$ cat src/rtl/bsg_manycore_vcache_trace_pkg.sv
// Shared types for the vcache trace replayer: trace ops, replay states, cache opcodes,
// plus struct-declaration macros sized by the instantiating module's parameters.
package bsg_manycore_vcache_trace_pkg;

    typedef enum logic [1:0] {
        eNop    = 2'd0,
        eSM     = 2'd1,
        eLM     = 2'd2,
        eFinish = 2'd3
    } trace_op_e;

    typedef enum logic [1:0] {
        eRun   = 2'd0,
        eDrain = 2'd1,
        eDone  = 2'd2
    } replay_state_e;

    // Word load/store opcodes as encoded by bsg_cache.
    typedef enum logic [5:0] {
        eCacheLW = 6'h02,
        eCacheSW = 6'h0A
    } cache_opcode_e;

endpackage

`ifndef BSG_MANYCORE_VCACHE_TRACE_MACROS
`define BSG_MANYCORE_VCACHE_TRACE_MACROS

`define DECLARE_TRACE_ENTRY_S(addr_w, data_w) \
    typedef struct packed { \
        bsg_manycore_vcache_trace_pkg::trace_op_e op; \
        logic [addr_w-1:0] addr; \
        logic [data_w-1:0] data; \
    } trace_entry_s

`define DECLARE_BSG_CACHE_PKT_S(addr_w, data_w) \
    typedef struct packed { \
        bsg_manycore_vcache_trace_pkg::cache_opcode_e opcode; \
        logic [addr_w-1:0] addr; \
        logic [data_w-1:0] data; \
        logic [(data_w/8)-1:0] mask; \
    } bsg_cache_pkt_s

`define BSG_CACHE_PKT_WIDTH(addr_w, data_w) (6 + (addr_w) + (data_w) + ((data_w) / 8))

`endif

$ cat src/rtl/bsg_fifo_1r1w_small.sv
// Small circular FIFO with valid/ready enqueue and valid/yumi dequeue; no enq/deq bypass,
// so a full FIFO refuses enqueue even when it is being popped in the same cycle.
module bsg_fifo_1r1w_small #(
    parameter int els_p   = 4,
    parameter int width_p = 8
) (
    input  logic               clk_i,
    input  logic               reset_i,
    input  logic               v_i,
    output logic               ready_o,
    input  logic [width_p-1:0] data_i,
    output logic               v_o,
    output logic [width_p-1:0] data_o,
    input  logic               yumi_i
);

    localparam int ptr_width_lp = (els_p > 1) ? $clog2(els_p) : 1;
    localparam int cnt_width_lp = $clog2(els_p + 1);

    logic [width_p-1:0]      mem_q [els_p];
    logic [ptr_width_lp-1:0] rptr_q, wptr_q;
    logic [cnt_width_lp-1:0] cnt_q;
    logic                    enq, deq;

    assign ready_o = (cnt_q != cnt_width_lp'(els_p));
    assign v_o     = (cnt_q != '0);
    assign data_o  = mem_q[rptr_q];
    assign enq     = v_i & ready_o;
    assign deq     = yumi_i & v_o;

    function automatic logic [ptr_width_lp-1:0] next_ptr(input logic [ptr_width_lp-1:0] p);
        return (p == ptr_width_lp'(els_p - 1)) ? '0 : p + 1'b1;
    endfunction

    always_ff @(posedge clk_i or posedge reset_i) begin
        if (reset_i) begin
            rptr_q <= '0;
            wptr_q <= '0;
            cnt_q  <= '0;
        end else begin
            if (enq) wptr_q <= next_ptr(wptr_q);
            if (deq) rptr_q <= next_ptr(rptr_q);
            if (enq && !deq) cnt_q <= cnt_q + 1'b1;
            else if (!enq && deq) cnt_q <= cnt_q - 1'b1;
        end
    end

    // Storage needs no reset; occupancy alone decides what is valid.
    always_ff @(posedge clk_i) begin
        if (enq) mem_q[wptr_q] <= data_i;
    end

endmodule

$ cat src/rtl/bsg_manycore_vcache_trace_replayer.sv
// Replays SM/LM trace entries into a bsg_cache packet port and checks LM responses
// in order against the recorded data, counting mismatches until FINISH drains.
module bsg_manycore_vcache_trace_replayer
    import bsg_manycore_vcache_trace_pkg::*;
#(
    parameter int addr_width_p  = 12,
    parameter int data_width_p  = 32,
    parameter int max_out_p     = 4,
    parameter int count_width_p = 32,
    localparam int entry_width_lp = 2 + addr_width_p + data_width_p,
    localparam int pkt_width_lp   = `BSG_CACHE_PKT_WIDTH(addr_width_p, data_width_p)
) (
    input  logic                      clk_i,
    input  logic                      reset_i,
    input  logic [entry_width_lp-1:0] trace_entry_i,
    input  logic                      trace_v_i,
    output logic                      trace_ready_o,
    output logic [pkt_width_lp-1:0]   cache_pkt_o,
    output logic                      v_o,
    input  logic                      ready_i,
    input  logic [data_width_p-1:0]   data_i,
    input  logic                      v_i,
    output logic                      yumi_o,
    output logic                      done_o,
    output logic [count_width_p-1:0]  error_cnt_o,
    output logic [count_width_p-1:0]  issued_cnt_o,
    output logic                      proto_err_o
);

    `DECLARE_TRACE_ENTRY_S(addr_width_p, data_width_p);
    `DECLARE_BSG_CACHE_PKT_S(addr_width_p, data_width_p);

    trace_entry_s       entry;
    bsg_cache_pkt_s     pkt;
    replay_state_e      state_q, state_d;

    logic                    fifo_ready, fifo_v, enq, deq;
    logic [data_width_p:0]   fifo_head;
    logic                    head_is_lm;
    logic [data_width_p-1:0] head_data;
    logic [count_width_p-1:0] err_cnt_q, issued_cnt_q;
    logic                    proto_err_q;

    assign entry = trace_entry_i;

    always_comb begin
        pkt        = '0;
        pkt.opcode = (entry.op == eLM) ? eCacheLW : eCacheSW;
        pkt.addr   = entry.addr;
        pkt.data   = entry.data;
        pkt.mask   = '1;
    end
    assign cache_pkt_o = pkt;

    always_comb begin
        state_d       = state_q;
        v_o           = 1'b0;
        trace_ready_o = 1'b0;
        enq           = 1'b0;
        unique case (state_q)
            eRun: begin
                if (trace_v_i) begin
                    unique case (entry.op)
                        eSM, eLM: begin
                            v_o           = fifo_ready;
                            trace_ready_o = fifo_ready & ready_i;
                            enq           = fifo_ready & ready_i;
                        end
                        eNop: trace_ready_o = 1'b1;
                        eFinish: begin
                            trace_ready_o = 1'b1;
                            state_d       = eDrain;
                        end
                        default: ;
                    endcase
                end
            end
            // A response in flight this cycle still has to be checked before we call it done.
            eDrain: if (!fifo_v && !v_i) state_d = eDone;
            eDone: ;
            default: state_d = eRun;
        endcase
    end

    always_ff @(posedge clk_i or posedge reset_i) begin
        if (reset_i) state_q <= eRun;
        else         state_q <= state_d;
    end

    bsg_fifo_1r1w_small #(
        .els_p   (max_out_p),
        .width_p (data_width_p + 1)
    ) expect_fifo (
        .clk_i   (clk_i),
        .reset_i (reset_i),
        .v_i     (enq),
        .ready_o (fifo_ready),
        .data_i  ({entry.op == eLM, entry.data}),
        .v_o     (fifo_v),
        .data_o  (fifo_head),
        .yumi_i  (deq)
    );

    assign {head_is_lm, head_data} = fifo_head;
    assign yumi_o = v_i;
    assign deq    = v_i & fifo_v;

    always_ff @(posedge clk_i or posedge reset_i) begin
        if (reset_i) begin
            err_cnt_q    <= '0;
            issued_cnt_q <= '0;
            proto_err_q  <= 1'b0;
        end else begin
            if (enq && issued_cnt_q != '1) issued_cnt_q <= issued_cnt_q + 1'b1;
            if (deq && head_is_lm && data_i != head_data && err_cnt_q != '1) begin
                err_cnt_q <= err_cnt_q + 1'b1;
            end
            if (v_i && !fifo_v) proto_err_q <= 1'b1;
        end
    end

    assign error_cnt_o  = err_cnt_q;
    assign issued_cnt_o = issued_cnt_q;
    assign proto_err_o  = proto_err_q;
    assign done_o       = (state_q == eDone);

endmodule

$ cat config.mk
export PLATFORM = sky130hd
export DESIGN_NAME = bsg_manycore_vcache_trace_replayer
export DESIGN_NICKNAME = d
export VERILOG_FILES = /design/src/rtl/bsg_manycore_vcache_trace_pkg.sv /design/src/rtl/bsg_fifo_1r1w_small.sv /design/src/rtl/bsg_manycore_vcache_trace_replayer.sv
export SDC_FILE = /design/constraint.sdc
export NUM_CORES = 1
export LEC_CHECK = 0
export ABC_AREA = 1
export CAP_MARGIN = 20
export CORE_ASPECT_RATIO = 0.75
export CORE_MARGIN = 10
export CORE_UTILIZATION = 30
export CTS_CLUSTER_SIZE = 10
export DETAILED_ROUTE_END_ITERATION = 8
export GPL_TIMING_DRIVEN = 1
export MAX_ROUTING_LAYER = met4
export PLACE_DENSITY = 0.47
export SLEW_MARGIN = 20
export SYNTH_ARGS = -nofsm -noshare
export SYNTH_HDL_FRONTEND = slang
export SYNTH_HIERARCHICAL = 1
export SYNTH_SLANG_ARGS = --single-unit
$ cat constraint.sdc
create_clock -name clk_i -period 9.08 [get_ports clk_i]
set_clock_uncertainty 0.05 [all_clocks]
set_input_delay 2.27 -clock clk_i [delete_from_list [all_inputs] [get_ports clk_i]]
set_output_delay 2.27 -clock clk_i [all_outputs]
set_load 0.02 [all_outputs]
### After elaboration in Yosys (flattened, before gate mapping)

Memory sizes are Yosys's and may differ from the RTL's.
Cells that the tools add are included.
W data, S select, Z words.

* flip-flop bits (word level): 74
* RAM bits: 132
* input port bits: 83
* output and inout bits: 123
* word-level logic and storage cells: 72
* memories: 1

Memories
* expect_fifo.mem_q: words 4, width 33, rd ports 1, clocked after Yosys merged registers in 0, wr ports 1, line bsg_fifo_1r1w_small.sv:20 `logic [width_p-1:0] mem_q [els_p];`

* $add $sub $neg: 6
* equality and inequality tests: 14
* multiplexer cells: 20
* bitwise operators: 5
* reductions and logical operators: 19

Operator list (number)
* $add A32 B1 Y32 const B: 2
* $ne A32 B32 Y1 const B: 2
* $ne A32 B32 Y1: 1
* $eq A2 B2 Y1 const B: 5
* $mux W1: 10
* $mux W2: 5
* $logic_and A1 B1 Y1: 8
* $mux W3: 2
* $ne A2 B2 Y1 const B: 3
* $pmux W2 S3: 1
* $add A2 B1 Y2 const B: 2
* $and A1 B1 Y1: 4
* $eq A2 B1 Y1 const B: 2
* $logic_not A1 Y1: 4
* $logic_not A2 Y1: 2
* $mux W4: 1
* $reduce_and A4 Y1: 1
* $reduce_or A2 Y1: 2
* $add A3 B1 Y3 const B: 1
* $ne A3 B3 Y1 const B: 1
* $reduce_bool A3 Y1: 1
* $sub A3 B1 Y3 const B: 1
* $pmux W1 S2: 1
* $reduce_bool A2 Y1: 1
* $not A1 Y1: 1

### Depth between registers and ports, before layout

Gate-level depths: netlist (run 1).

* word-level depth: 10
* depth in mapped cells: 18

### Cells and area by module

The synthesis (run 1) kept the hierarchy.

Modules (own cells, without submodules)
* bsg_fifo_1r1w_small: times used 1, cells each 445, area each 5886.9 µm², sequential area each 4139.0 µm²
* bsg_manycore_vcache_trace_replayer: times used 1, cells each 786, area each 5286.3 µm², sequential area each 1676.6 µm²

### Worst setup path before layout (run 1)

OpenSTA, ideal clock, no wires.

* path type: in2reg
* from: in trace_entry_i[44]
* to: mem expect_fifo/mem_q[0][0] in the netlist's numbering (enable)
* library setup time: 423 ps
* arrival: 4841 ps
* data required time: 8607 ps
* setup slack: 3766 ps
* stages: 6
* path through: inv_1 ha_1 nor3b_2 and2_1 nand2_1 nor2_1

* cells in the longest elaborated chain, start to end: 8
* elaborated cells between the ends (all ways): 9
* those cells by class: 2 x eq/ne; 5 x mux; 1 x bitwise; 1 x reduce/logical

Ends and longest elaborated chain
* start, declared: line bsg_manycore_vcache_trace_replayer.sv:15 `input logic [entry_width_lp-1:0] trace_entry_i,`
* $eq A2 B1 Y1 / $eq A2 B2 Y1 (equally long branches): line bsg_manycore_vcache_trace_replayer.sv:63 `unique case (entry.op)`
* $reduce_or A2 Y1 (*): line bsg_manycore_vcache_trace_replayer.sv:63
* $mux W1 (*): line bsg_manycore_vcache_trace_replayer.sv:63
* $mux W1 (*): line bsg_manycore_vcache_trace_replayer.sv:62 `if (trace_v_i) begin`
* $mux W1 (*): line bsg_manycore_vcache_trace_replayer.sv:60 `unique case (state_q)`
* net enq: line bsg_manycore_vcache_trace_replayer.sv:37 `logic fifo_ready, fifo_v, enq, deq;`
* $and A1 B1 Y1 (*): line bsg_fifo_1r1w_small.sv:28 `assign enq = v_i & ready_o;`
* $mux W1 (*): line bsg_fifo_1r1w_small.sv:50 `if (enq) mem_q[wptr_q] <= data_i;`
* $mux W1 (implied by the code) (*): line bsg_fifo_1r1w_small.sv:50
* end, declared: line bsg_fifo_1r1w_small.sv:20

The timed path passes the listed nets; every way through them passes the cells marked *.

### Worst setup path after layout (run 1)

* from: in trace_entry_i[44]
* to: out v_o

* cells in the longest elaborated chain, start to end: 5
* elaborated cells between the ends (all ways): 6
* those cells by class: 2 x eq/ne; 3 x mux; 1 x reduce/logical

Ends and longest elaborated chain
* $eq A2 B1 Y1 / $eq A2 B2 Y1 (equally long branches): line bsg_manycore_vcache_trace_replayer.sv:63
* $reduce_or A2 Y1 (*): line bsg_manycore_vcache_trace_replayer.sv:63
* $mux W1 (*): line bsg_manycore_vcache_trace_replayer.sv:63
* $mux W1 (*): line bsg_manycore_vcache_trace_replayer.sv:62
* $mux W1 (*): line bsg_manycore_vcache_trace_replayer.sv:60
* end, declared: line bsg_manycore_vcache_trace_replayer.sv:19 `output logic v_o,`

Every way passes the cells marked *; elsewhere a longest branch is shown, timed or not.

==> results by group, run 1 <==
Global routing
  – Vias in the first global route: 8,163
  – Tot GR Track Use: 0.134
  – First-pass GRT wire length: 47.8 mm
  – Largest net degree at the start of global routing: 77
  – Final global-route overflow total: 0
  – Initial antenna violation count: 0

Clock tree
  – Post-CTS Setup Bufs: 0
  – Hold Buf Count CTS: 0
  – Clock transition at path regs: 0.06 ns
  – CTS Buffer Depth: 3
  – Root Buffer: clkbuf_16
  – Count of cells resized by post-cts repair: 0
  – Sink Count: 206
  – TritonCTS buffer count: 26
  – CTS H-tree depth: 1
  – Worst-Skew Late Latency: 0.55 ns
  – CTS tree: done

Placement
  – PortBufs: 172
  – HPWL after DPL: 19.9 mm
  – Post-DP Area: 13,000 um2
  – GPL Wtd Cong: 0.826

Floorplanning
  – Chip width: 243 um
  – Top Ports: 206
  – Core area: 36,900 um2
  – Floorplan row count: 61
  – Die Ht: 187 um
  – Full die area: 45,400 um2
  – Initial Utilization: 0.302

Worst setup path
  – Critical path required time: 6.76 ns
  – Critical Path Start Type: input port
  – Worst path most repeated cell: clkdlybuf4s50_1
  – Crit Path Category: input port to primary output
  – R2R Path Start: expect_fifo/rptr_q[0]$_DFFE_PP0P_
  – CP Max Fanout: 2
  – Reg2reg end: error_cnt_o[23]$_DFFE_PP0P_
  – R2r setup slk: 5.05 ns
  – Setup crit start: trace_entry_i[44]
  – Worst stage delay on the critical path: 0.64 ns
  – Worst EP arrival: 3.97 ns
  – Crit-path cells: clkdlybuf4s50_1 > inv_1 > ha_1 > nor3b_2 > clkdlybuf4s50_1
  – R2R cell count: 15
  – Worst Setup End Kind: primary output
  – Crit-path slowest cell: clkdlybuf4s50_1

Synthesis
  – Most common library cells after synthesis: nand2_1 (416), inv_1 (143), edfxtp_1 (132)
  – Synth cell types: 41
  – Synth Cell Area: 11,200 um2
  – FFs w/ async S/R, synth: 0.359
  – Compound-Gate Fraction of Synth Area: 0.0655
  – Cells after Synth: 1,231
  – Sequential cell area fraction in the yosys report: 0.520
  – Mux cell area share after synthesis: 0
  – Area leader, netlist: edfxtp_1
  – Number of synthesized flops with an enable pin: 132
  – Area share of the leading cell type in the synthesized netlist: 0.355
  – Syn. warnings: 6
  – Seq cells post-synth: 206
  – Top cells by area, synth: edfxtp_1 (35%), dfrtp_1 (17%), nand2_1 (14%)
  – Synth Area in Adders: 0.0130
  – Top_reg_cell synth: edfxtp_1
  – Synth Area in XOR/XNOR: 0.0494
  – Most numerous cell in the Yosys netlist: nand2_1
  – Share of synthesized cell area in and, or, nand and nor gates: 0.238
  – Main combinational cell family by area after synthesis: simple AND/OR/NAND/NOR gates
  – Mapped Avg Cell Area: 9.08 um2

Cells and area
  – Nets@finish: 1,450
  – Ratio of cells with drive above 1 in the final layout: 0.0801
  – Final instance area: 13,700 um2
  – # diodes: 0
  – Area Growth Syn to Fin: 22.9%
  – Fill cell count: 3,814

STA
  – RSZ-0062 raised after global routing: false
  – Fin. Hold Viols: 0
  – Worst slew pin tran: 0.921 ns
  – Final TNS setup: 0 ns
  – Slew headroom: 0.386
  – Final setup viols: 0
  – Max Fclk: 159 MHz
  – Final period util: 0.693
  – Smallest hold slack: 0.437 ns
  – Slew Viols, Final: 0
  – Period minus WS final: 6.29 ns

Route
  – Drt first pass iters: 5
  – Residual DRC: 0
  – Starting DRT DRC Count: 503
  – Detailed-route via count: 8,190
  – Total wire length: 29.7 mm
  – Via density: 4.36
  – WL/cell: 15.8 um
  – Antenna-violating nets left: 0

Worst hold path
  – WHS Endpoint: proto_err_o$_DFFE_PP0P_
  – Hold depth: 1
  – Hold Crit Class: flip-flop to flip-flop
  – Hold Path Origin: proto_err_o$_DFFE_PP0P_

Pwr
  – Worst VDD drop: 0.140 mV
  – Pwr Density: 220 nW/um2
  – Static Leak: 0.00562 uW

Job
  – Maxcap violations: 0

Status
  – Outcome: finished, final reports clean
layer usage:
layer	global-route usage	wire [um]	vias up
met5	-	0	-
met4	0.0302	603	0
met3	0.0228	1170	36
met2	0.201	13000	146
met1	0.186	14900	3832
li1	-	-	4176
cells by family (layout without fill, tap and decap cells):
kind of cell / Yosys count / count (layout)
AOI/OAI and AO/OA: 77 / 77
other: 2 / 9
DFF: 206 / 206
buffers and inverters: 242 / 377
xor gates and xnor gates: 63 / 63
and+or+nand+nor: 630 / 630
adders and majority gates: 11 / 11
layout make-up:
class                           instances  area (um2)  share of cell area
Clock buffer                           41         738              0.0537
Timing Repair Buffer                  183        1800               0.131
Inverter                              149         562              0.0409
Clock inverter                          4        32.5             0.00237
Tap cell                              504         631              0.0459
Multi-Input combinational cell        790        4150               0.302
Sequential cell                       206        5820               0.424
power breakdown:
part	switching, uW	total, uW	internal (uW)
Combinational	541	890	349
Clock	394	948	554
Sequential	109	1180	1070
Total	1040	3020	1980
stage by stage:
step                      utilization  setup slack, ns  power [uW]  std cells
after floorplan                     -             3.77        1880       1238
after global placement          0.351             2.81        2110       1832
after detailed placement        0.351             2.80        2110       1832
after CTS                       0.372             2.79        3080       1877
after global routing            0.372             2.70        3230       1877
final                           0.372             2.79        3020       1877
cells in the final DEF (no fill, tap or decap), drive strengths merged, types with 37 or more instances in the layout:
cell and instances:
clkbuf 41, clkdlybuf4s50 172, nor2 110, xnor2 37, edfxtp 132, dfrtp 74, nand2 419, inv 149
o211ai 66, nand4 40
worst max-delay path by stage:
stage / endpoint / slack, ns / cells after the start
2_1_floorplan: expect_fifo/mem_q[0][0]$_DFFE_PP_ / 3.77 / 6
3_3_place_gp: v_o / 2.81 / 5
3_5_place_dp: v_o / 2.80 / 5
4_1_cts: v_o / 2.79 / 5
5_1_grt: v_o / 2.70 / 5
6_report: v_o / 2.79 / 5
worst max-delay path, delay by kind of cell:
family,cells,cell delay [ns]
adder cells (fa/ha/maj),1,0.31
buffers and inverters,3,1.17
AND/OR/NAND/NOR,1,0.21
sequential cells by signal (all words and copies together) (netlist names):
signal and flops:
issued_cnt_o 32, proto_err_o 1, expect_fifo/rptr_q 2, state_q 2, expect_fifo/wptr_q 2, expect_fifo/mem_q 132
expect_fifo/cnt_q 3, error_cnt_o 32
(Power assumes the default switching activity.)
==> run 2: changes to the inputs <==
==> constraint.sdc (replaced) <==
create_clock -name clk_i -period 6.1 [get_ports clk_i]
set_clock_uncertainty 0.05 [all_clocks]
set_input_delay 1.525 -clock clk_i [delete_from_list [all_inputs] [get_ports clk_i]]
set_output_delay 1.525 -clock clk_i [all_outputs]
set_load 0.02 [all_outputs]
==> results by group, run 2 (same netlist as run 1, synthesis figures left out) <==
Clock tree
  – Post-CTS Setup Bufs: 0
  – Clock transition at path regs: 0.06 ns
  – Count of cells resized by post-cts repair: 0
  – TritonCTS buffer count: 25
  – CTS tree: done
  – Sink Count: 206
  – CTS Buffer Depth: 3
  – CTS H-tree depth: 1
  – Hold Buf Count CTS: 0
  – Worst-Skew Late Latency: 0.53 ns
  – Root Buffer: clkbuf_16

STA
  – Smallest hold slack: 0.442 ns
  – Final TNS setup: 0 ns
  – Period minus WS final: 4.79 ns
  – RSZ-0062 raised after global routing: false
  – Worst slew pin tran: 1.05 ns
  – Final setup viols: 0
  – Fin. Hold Viols: 0
  – Slew Viols, Final: 0
  – Max Fclk: 209 MHz
  – Slew headroom: 0.300
  – Final period util: 0.785

Cells and area
  – Leading cell types in the layout, fill and taps excluded: nand2_1 (416), clkdlybuf4s50_1 (172), inv_1 (142), edfxtp_1 (132), nor2_1 (95)
  – # diodes: 0
  – Nets@finish: 1,450
  – Layout Utilization: 0.372
  – Commonest non-fill, non-tap cell in the layout: nand2_1
  – Max reg flops: 132
  – Area Growth Syn to Fin: 23.0%
  – Top reg by flops: expect_fifo/mem_q
  – Ratio of cells with drive above 1 in the final layout: 0.0800

Route
  – WL/cell: 15.5 um
  – Total wire length: 29.2 mm
  – Detailed-route via count: 8,189
  – Starting DRT DRC Count: 432
  – Via density: 4.36
  – Antenna-violating nets left: 0
  – Drt first pass iters: 6
  – Residual DRC: 0

Pwr
  – Worst VDD drop: 0.171 mV
  – Static Leak: 0.00562 uW
  – Overall Power: 4480 uW
  – Pwr Density: 326 nW/um2

Placement
  – HPWL after DPL: 20.2 mm
  – PortBufs: 172
  – GPL Wtd Cong: 0.808

Worst setup path
  – Reg2reg end: error_cnt_o[8]$_DFFE_PP0P_
  – Critical Path Start Type: input port
  – CP Max Fanout: 2
  – Worst EP arrival: 3.21 ns
  – Crit-path cells: clkdlybuf4s50_1 > inv_1 > ha_1 > nor3b_2 > clkdlybuf4s50_1
  – R2R cell count: 15
  – Crit Path Category: input port to primary output
  – R2R Path Start: expect_fifo/rptr_q[0]$_DFFE_PP0P_
  – Worst path bufs/invs: 3
  – Worst stage delay on the critical path: 0.64 ns
  – CP top delay family: buffers and inverters
  – R2r setup slk: 2.29 ns
  – Crit-path slowest cell: clkdlybuf4s50_1
  – Worst Setup End Kind: primary output
  – Critical path required time: 4.53 ns
  – Worst path most repeated cell: clkdlybuf4s50_1

Floorplanning
  – Core area: 36,900 um2
  – Initial Utilization: 0.302
  – Chip width: 243 um
  – Top Ports: 206
  – Floorplan row count: 61
  – Die Ht: 187 um
  – Full die area: 45,400 um2

Worst hold path
  – WHS Endpoint: proto_err_o$_DFFE_PP0P_
  – Hold depth: 1
  – Hold Path Origin: proto_err_o$_DFFE_PP0P_
  – Hold Crit Class: flip-flop to flip-flop

Global routing
  – First-pass GRT wire length: 47.6 mm
  – Largest net degree at the start of global routing: 96
  – Final global-route overflow total: 0
  – Tot GR Track Use: 0.132
  – Initial antenna violation count: 0
  – Vias in the first global route: 8,206

Status
  – Outcome: finished, final reports clean

Job
  – Maxcap violations: 0
-- run 2: cell count changes in the layout (fill, tap and decap cells not counted), sizes merged --
| cell | delta |
|---|---|
| buf | +1 |
| clkinvlp | -1 |
| clkbuf | +4 |
| inv | +1 |
| clkinv | -3 |
-- run 2: worst max path at each step --
stage          slack (ns)                           endpoint              start  cells past startpoint
3_3_place_gp         1.31                                v_o  trace_entry_i[44]                      5
5_1_grt              1.26                                v_o  trace_entry_i[44]                      5
3_5_place_dp         1.31                                v_o  trace_entry_i[44]                      5
6_report             1.31                                v_o  trace_entry_i[44]                      5
2_1_floorplan        1.53  expect_fifo/mem_q[0][0]$_DFFE_PP_  trace_entry_i[44]                      6
4_1_cts              1.30                                v_o  trace_entry_i[44]                      5
-- run 2: per-stage QoR --
step	cell area (um2)	cells	worst slack [ns]
6_report	13700	1879	1.31
5_1_grt	13700	1879	1.26
4_1_cts	13700	1878	1.30
3_5_place_dp	13000	1832	1.31
3_3_place_gp	13000	1832	1.31
2_1_floorplan	11200	1238	1.53
-- run 2: cell type report --
| type | instances | area (um2) |
|---|---|---|
| Fill cell | 3803 | 23200 |
| Sequential cell | 206 | 5820 |
| Multi-Input combinational cell | 790 | 4150 |
| Timing Repair Buffer | 184 | 1830 |
| Clock buffer | 45 | 741 |
| Tap cell | 504 | 631 |
| Inverter | 149 | 562 |
| Clock inverter | 1 | 8.76 |
-- run 2: layer usage --
layer / up-vias / global-route usage / part of all wire / wire length [um]
li1: 4165 / - / - / -
met1: 3847 / 0.182 / 0.50 / 14600
met2: 139 / 0.200 / 0.44 / 13000
met3: 38 / 0.0240 / 0.040 / 1180
met4: 0 / 0.0281 / 0.015 / 435
met5: - / - / 0 / 0
-- run 2: report_power, final --
group | leakage, uW | internal, uW | switching [uW]
Sequential | 0.00219 | 1600 | 120
Clock | 0.000360 | 812 | 568
Combinational | 0.00307 | 535 | 843
Total | 0.00562 | 2950 | 1530
